$ cat config.mk
export PLATFORM = sky130hd
export DESIGN_NAME = simple_spi_slave_rw
export DESIGN_NICKNAME = d
export VERILOG_FILES = /design/src/rtl/spi_pkg.sv /design/src/rtl/spi_sync.sv /design/src/rtl/simple_spi_slave_rw.sv
export SDC_FILE = /design/constraint.sdc
export NUM_CORES = 1
export LEC_CHECK = 0
export ABC_CLOCK_PERIOD_IN_PS = 2900
export CAP_MARGIN = 25
export CORE_UTILIZATION = 35
export CTS_CLUSTER_SIZE = 14
export DETAILED_ROUTE_END_ITERATION = 10
export HOLD_SLACK_MARGIN = 0.06
export PLACE_DENSITY_LB_ADDON = 0.08
export SYNTH_ARGS = -nofsm -noshare
export SYNTH_HDL_FRONTEND = slang
export SYNTH_SLANG_ARGS = --single-unit
$ cat constraint.sdc
create_clock -name sys_clk -period 2.9 [get_ports sys_clk]
set_clock_uncertainty 0.05 [all_clocks]
set_input_delay 0.87 -clock sys_clk [delete_from_list [all_inputs] [get_ports sys_clk]]
set_output_delay 0.87 -clock sys_clk [all_outputs]
set_load 0.005 [all_outputs]
$ cat src/rtl/spi_pkg.sv
// Shared types and constants for the SPI slave: FSM states, mode bits, default word width.
package spi_pkg;
   typedef enum logic {IDLE = 1'b0, SHIFT = 1'b1} spi_state_e;

   localparam logic CPOL      = 1'b0;
   localparam logic CPHA      = 1'b0;
   localparam int   DEF_WIDTH = 8;
endpackage

$ cat src/rtl/spi_sync.sv
// 2-flop synchronizer followed by a history flop; edges compare the synced bit to its last value.
module spi_sync #(
   parameter logic RST_VAL = 1'b0
) (
   input  logic sys_clk,
   input  logic rstn,
   input  logic d_i,
   output logic sync_o,
   output logic rise_o,
   output logic fall_o
);
   logic [2:0] sync_q;

   always_ff @(posedge sys_clk or negedge rstn) begin
      if (!rstn) sync_q <= {3{RST_VAL}};
      else       sync_q <= {sync_q[1:0], d_i};
   end

   assign sync_o = sync_q[1];
   assign rise_o =  sync_q[1] & ~sync_q[2];
   assign fall_o = ~sync_q[1] &  sync_q[2];
endmodule

$ cat src/rtl/simple_spi_slave_rw.sv
// Mode-0 SPI slave, MSB first, oversampled on sys_clk; supports back-to-back words within one frame.
module simple_spi_slave_rw
   import spi_pkg::*;
#(
   parameter int reg_width = DEF_WIDTH
) (
   input  logic                 sys_clk,
   input  logic                 rstn,
   input  logic                 spi_clk,
   input  logic                 cs,
   input  logic                 mosi,
   output logic                 miso,
   input  logic [reg_width-1:0] tx_data,
   input  logic                 tx_load,
   output logic                 tx_taken,
   output logic [reg_width-1:0] rx_data,
   output logic                 rx_valid,
   output logic                 frame_err
);
   localparam int CW = (reg_width > 2) ? $clog2(reg_width) : 1;
   localparam logic [CW-1:0] LAST = CW'(reg_width - 1);

   logic sclk_s, sclk_rise, sclk_fall;
   logic cs_s, cs_rise, cs_fall;
   logic mosi_s, mosi_rise, mosi_fall;
   logic unused_sync;

   spi_sync #(.RST_VAL(1'b0)) u_sclk (.sys_clk, .rstn, .d_i(spi_clk), .sync_o(sclk_s),
                                     .rise_o(sclk_rise), .fall_o(sclk_fall));
   spi_sync #(.RST_VAL(1'b1)) u_cs   (.sys_clk, .rstn, .d_i(cs), .sync_o(cs_s),
                                     .rise_o(cs_rise), .fall_o(cs_fall));
   spi_sync #(.RST_VAL(1'b0)) u_mosi (.sys_clk, .rstn, .d_i(mosi), .sync_o(mosi_s),
                                     .rise_o(mosi_rise), .fall_o(mosi_fall));

   assign unused_sync = ^{sclk_s, cs_s, mosi_rise, mosi_fall};

   spi_state_e           state_q, state_d;
   logic [CW-1:0]        bit_cnt_q, bit_cnt_d;
   logic [reg_width-1:0] rx_shift_q, rx_shift_d;
   logic [reg_width-1:0] tx_shift_q, tx_shift_d;
   logic [reg_width-1:0] tx_buf_q, tx_buf_d;
   logic [reg_width-1:0] rx_data_q, rx_data_d;
   logic                 miso_q, miso_d;
   logic                 rx_valid_q, rx_valid_d;
   logic                 tx_taken_q, tx_taken_d;
   logic                 frame_err_q, frame_err_d;
   // Set once a word completes so the next falling edge reloads instead of shifting.
   logic                 done_q, done_d;

   always_ff @(posedge sys_clk or negedge rstn) begin
      if (!rstn) begin
         state_q     <= IDLE;
         bit_cnt_q   <= '0;
         rx_shift_q  <= '0;
         tx_shift_q  <= '0;
         tx_buf_q    <= '0;
         rx_data_q   <= '0;
         miso_q      <= 1'b0;
         rx_valid_q  <= 1'b0;
         tx_taken_q  <= 1'b0;
         frame_err_q <= 1'b0;
         done_q      <= 1'b0;
      end else begin
         state_q     <= state_d;
         bit_cnt_q   <= bit_cnt_d;
         rx_shift_q  <= rx_shift_d;
         tx_shift_q  <= tx_shift_d;
         tx_buf_q    <= tx_buf_d;
         rx_data_q   <= rx_data_d;
         miso_q      <= miso_d;
         rx_valid_q  <= rx_valid_d;
         tx_taken_q  <= tx_taken_d;
         frame_err_q <= frame_err_d;
         done_q      <= done_d;
      end
   end

   always_comb begin
      state_d     = state_q;
      bit_cnt_d   = bit_cnt_q;
      rx_shift_d  = rx_shift_q;
      tx_shift_d  = tx_shift_q;
      rx_data_d   = rx_data_q;
      miso_d      = miso_q;
      rx_valid_d  = 1'b0;
      tx_taken_d  = 1'b0;
      frame_err_d = 1'b0;
      done_d      = done_q;
      // Reloads below read tx_buf_q, so a same-cycle load lands on the following word.
      tx_buf_d    = tx_load ? tx_data : tx_buf_q;

      case (state_q)
         IDLE: begin
            miso_d = 1'b0;
            if (cs_fall) begin
               state_d    = SHIFT;
               tx_shift_d = tx_buf_q;
               miso_d     = tx_buf_q[reg_width-1];
               bit_cnt_d  = '0;
               tx_taken_d = 1'b1;
               done_d     = 1'b0;
            end
         end
         SHIFT: begin
            if (cs_rise) begin
               state_d     = IDLE;
               miso_d      = 1'b0;
               frame_err_d = (bit_cnt_q != '0);
               bit_cnt_d   = '0;
               done_d      = 1'b0;
            end else if (sclk_rise) begin
               rx_shift_d = {rx_shift_q[reg_width-2:0], mosi_s};
               if (bit_cnt_q == LAST) begin
                  bit_cnt_d  = '0;
                  rx_data_d  = {rx_shift_q[reg_width-2:0], mosi_s};
                  rx_valid_d = 1'b1;
                  done_d     = 1'b1;
               end else begin
                  bit_cnt_d = bit_cnt_q + 1'b1;
               end
            end else if (sclk_fall) begin
               if (bit_cnt_q != '0) begin
                  tx_shift_d = {tx_shift_q[reg_width-2:0], 1'b0};
                  miso_d     = tx_shift_q[reg_width-2];
               end else if (done_q) begin
                  tx_shift_d = tx_buf_q;
                  miso_d     = tx_buf_q[reg_width-1];
                  tx_taken_d = 1'b1;
                  done_d     = 1'b0;
               end
            end
         end
         default: state_d = IDLE;
      endcase
   end

   assign miso      = miso_q;
   assign rx_data   = rx_data_q;
   assign rx_valid  = rx_valid_q;
   assign tx_taken  = tx_taken_q;
   assign frame_err = frame_err_q;
endmodule
# ---- Word-level counts from Yosys, hierarchy flattened
# Index checks and enable logic that the tools add are counted.
dict set report op_classes {
  eq_ne 13
  mux 41
  reduce_logical 7
  n_addsub 1
  n_bitwise 10
}
# operator count
set ops {}
lappend ops {{$mux W7} 6}
lappend ops {{$mux W1} 25}
lappend ops {{$pmux W7 S2} 1}
lappend ops {{$mux W3} 4}
lappend ops {{$ne A3 B3 Y1 const B} 3}
lappend ops {{$ne A2 B2 Y1 const B} 4}
lappend ops {{$ne A4 B4 Y1 const B} 2}
lappend ops {{$pmux W1 S2} 4}
lappend ops {{$reduce_and A4 Y1} 2}
lappend ops {{$not A1 Y1} 6}
lappend ops {{$pmux W3 S2} 1}
lappend ops {{$reduce_and A3 Y1} 2}
lappend ops {{$reduce_and A5 Y1} 1}
lappend ops {{$and A1 B1 Y1} 4}
lappend ops {{$ne A4 B2 Y1 const B} 1}
lappend ops {{$ne A4 B3 Y1 const B} 1}
lappend ops {{$add A3 B1 Y3 const B} 1}
lappend ops {{$eq A3 B3 Y1 const B} 1}
lappend ops {{$ne A3 B1 Y1 const B} 1}
lappend ops {{$reduce_bool A3 Y1} 1}
lappend ops {{$reduce_and A2 Y1} 1}
dict set report word_totals {
  output_inout_bits 12
  regBits 47
  wordCells 86
}

# ---- Depth between registers and ports, before layout
dict set report depth {
  depth_word 6
  depth_mapped 7
}

# ---- Cells and area by module
# From an unflattened synthesis, not the netlist that was laid out.
dict set report hier_totals {
  hier_cells 167
  area_unflattened_um2 2004.4
}
# module cells_per_inst seq_area_each_um2 n_inst area_per_inst_um2
set by_module_without_submodules {}
lappend by_module_without_submodules {simple_spi_slave_rw 152 975.9 1 1730.4}
lappend by_module_without_submodules {{spi_sync (u_mosi ...)} 5 75.1 2 90.1}
lappend by_module_without_submodules {{spi_sync (u_cs)} 5 78.8 1 93.8}

# ---- Worst setup path after synthesis
# OpenSTA, ideal clock, no wires.
dict set report synth_timing {
  kind {input to register}
  startpoint {input port tx_load}
  endpoint {register tx_buf_q[0]}
  cell_stages 2
  t_arrival_ps 1493
  setup_slack_ps 1232
  required_time_ps 2725
  cell_sequence {clkbuf_1 -> mux2_2}
}
# element line
set synth_lines {}
lappend synth_lines {{from (decl)} simple_spi_slave_rw.sv:14} ;# input logic tx_load,
lappend synth_lines {{to (signal assigned)} simple_spi_slave_rw.sv:68} ;# tx_buf_q <= tx_buf_d;
lappend synth_lines {{to (decl)} simple_spi_slave_rw.sv:41} ;# logic [reg_width-1:0] tx_buf_q, tx_buf_d;
# No word-level cell between the ends.

# ---- Worst setup path after layout
dict set report layout_timing {
  startpoint {register rx_data_q[1], in the netlist rx_data[1]}
  endpoint {output port rx_data[1]}
}
# element line
set layout_lines {}
lappend layout_lines {{from (decl)} simple_spi_slave_rw.sv:42} ;# logic [reg_width-1:0] rx_data_q, rx_data_d;
lappend layout_lines {{from (signal assigned)} simple_spi_slave_rw.sv:69} ;# rx_data_q <= rx_data_d;
lappend layout_lines {{to (decl)} simple_spi_slave_rw.sv:16} ;# output logic [reg_width-1:0] rx_data,
# No word-level cell between the ends.

==> impl_metrics.tcl <==
set metrics [dict create \
    seq_area_frac_synth_pct 59.20 \
    worstMarginPinSlew_ns 0.5294 \
    setup_viol 0 \
    cts_buffers 5 \
    gp_congestion 0.7548 \
    path_max_fanout 2 \
    crit_family "buffers and inverters" \
    antenna_found_initial 0 \
    cts-root-buf "clkbuf_8" \
    cpMaxStageDelayCell "clkdlybuf4s50_1" \
    yosys.area_share.adder_pct 3.139 \
    cp-start-kind "flip-flop" \
    area_growth_pct 20.84 \
    vias 1186 \
    postCtsSetupRepairBufs 0 \
    maxCapViolCount 0 \
    ant_nets 0 \
    min_from "u_mosi.sync_q[0]" \
    core_um2 5507 \
    grt_max_degree 26 \
    crit_required_ns 1.98 \
    crit_start "rx_data[1]" \
    first_pass_iters 4 \
    synth_top_family_by_area "multiplexers" \
    vias_per_cell 4.881 \
    arrival_ns 1.17 \
    status "finished clean" \
    synth_edf_count 0 \
    cpPeakStageDelay_ns 0.51 \
    syn_inst 141 \
    p_leak_nw 1.112 \
    fmax_mhz 477.6 \
    cts_max_level 2 \
    ys_warn_count 0 \
    cts_max_path_buffers 2 \
    cts_tree "yes" \
    slew_violations 0 \
    rsz0062_at_grt "no" \
    synth-main-ff-cell "dfrtp_1" \
    synthArstFlopShare_pct 100.0 \
    grt.overflow.total 0 \
    clkTransAtPathRegs_ns 0.09 \
    cts_sinks 47 \
    synth_cell_types 34 \
    layout_common_cells "44 x dfrtp_1, 26 x mux2_2, 24 x clkdlybuf4s50_1" \
    avgRoutedWirePerCell_um 14.62 \
    drt_iter0_drc 89 \
    routed_wl_um 3552 \
    setup_tns_ns 0 \
    yosys.area_share.simple_pct 6.654 \
    final.period_utilization_pct 72.20 \
    path_cells "clkdlybuf4s50_1" \
    post-place-ws_ns 0.7311 \
    synth-xor-area-share_pct 0 \
    synth-seq-cells 47 \
    crit_type "reg -> out" \
    antennaDiodeCount 0 \
    num_rows 27 \
    die-width_um 77.47 \
    fin_crit_ns 2.094 \
    grtUsageTotal_pct 13.52 \
    cts_resized 0 \
    timing.rr.start "u_sclk.sync_q[2]" \
    io_buffers 25 \
    die_area_um2 6001 \
    synth-compound-area-share_pct 7.094 \
    final.setup.worst_slack_ns 0.8061 \
    critPathCaptureType "output pin" \
    grt_pass1_wl_um 6230 \
    nNetsFinal 189 \
    cts_hold_buf 0 \
    hp-class "reg -> reg" \
    ir_worst_vdd_uv 301.1 \
    hold_viol 0 \
    start_util_pct 36.20 \
    avgSynthCellArea_um2 14.14 \
    hpwl_um 2496 \
    cp_num_buf_inv 1 \
    die_height_um 77.47 \
    synth_area_um2 1993 \
    ios 26 \
    final_common_cell "dfrtp_1" \
    grt_pass1_vias 1295 \
    relSlewSlack_pct 64.71 \
    drc 0 \
    synth.net_count 160 \
    power_density_nw_per_um2 646.4 \
    clkLatencyLatePin_ns 0.30 \
    synthMuxAreaShare_pct 20.84 \
    drive_gt1_share_pct 30.99 \
]
## cell families (layout without fill, tap and decap cells)
kind of cell | after synthesis | in the layout
DFF | 47 | 47
muxes | 35 | 35
AOI/OAI and AO/OA | 21 | 21
and+or+nand+nor | 20 | 20
buffers and inverters | 13 | 43
adders and majority gates | 5 | 5
## final timing paths
check / endpoint / slack [ns] / cells past startpoint
min in group asynchronous: bit_cnt_q[0] / 0.49 / 1
min: u_mosi.sync_q[1] / 0.31 / 0
min reg2reg: u_mosi.sync_q[1] / 0.31 / 0
max reg2reg: tx_shift_q[5] / 0.97 / 6
max: rx_data[1] / 0.81 / 1
max in group asynchronous: rx_shift_q[6] / 1.79 / 2
## cell usage after synthesis, types with 2 or more instances
| cell type | number | area (um2) |
|---|---|---|
| mux2_1 | 2 | 22.52 |
| dfrtp_1 | 44 | 1101 |
| inv_1 | 9 | 33.78 |
| nand2_2 | 2 | 12.51 |
| o21ai_0 | 7 | 35.03 |
| mux2_2 | 26 | 292.8 |
| nand2_1 | 4 | 15.01 |
| nor2_1 | 4 | 15.01 |
| ha_1 | 5 | 62.56 |
| mux2_4 | 6 | 90.09 |
| o211ai_1 | 3 | 22.52 |
| dfstp_2 | 3 | 78.83 |
| nand2b_4 | 2 | 27.53 |
| a21oi_1 | 3 | 15.01 |
| and2_1 | 2 | 12.51 |
## stage by stage
stage	area, um2	utilization, %	total power, W	hold WS (ns)	cells
floorplan	1993	-	0.001075	0.2812	141
global placement	2321	42.15	0.001164	0.2851	235
detailed placement	2321	42.15	0.001181	0.2904	235
CTS	2409	43.74	0.001581	0.3116	243
global route	2409	43.74	0.001661	0.3171	243
finish	2409	43.74	0.001557	0.3063	243
## registers in the layout, indices dropped and copies added, names as in the netlist, 2 cells and up
register       cells
bit_cnt_q          3
rx_data            8
rx_shift_q         7
tx_buf_q           8
tx_shift_q         7
u_cs.sync_q        3
u_mosi.sync_q      2
u_sclk.sync_q      3
## layout make-up
class	count	area, um2
clock buffer	5	68.82
clock inverter	3	18.77
fill	497	3098
inverter	9	33.78
multi-input combinational	81	752.0
sequential	47	1180
tap	72	90.09
timing repair buffer	26	265.3
## where the power goes
group | internal [W] | leakage, nW | switching [W]
Sequential | 0.000778 | 0.585 | 0.0000787
Clock | 0.000170 | 0.0483 | 0.000223
Combinational | 0.000190 | 0.479 | 0.000118
## layer usage
layer  GRT usage (%)  wire, um  up-vias
met4           5.094        48        0
met3           3.882       158        7
met1           16.81      1567      600
met5               0         0        -
li1                -         -      547
met2           22.21      1777       32
Note: power is estimated with default switching activity, not from simulation.
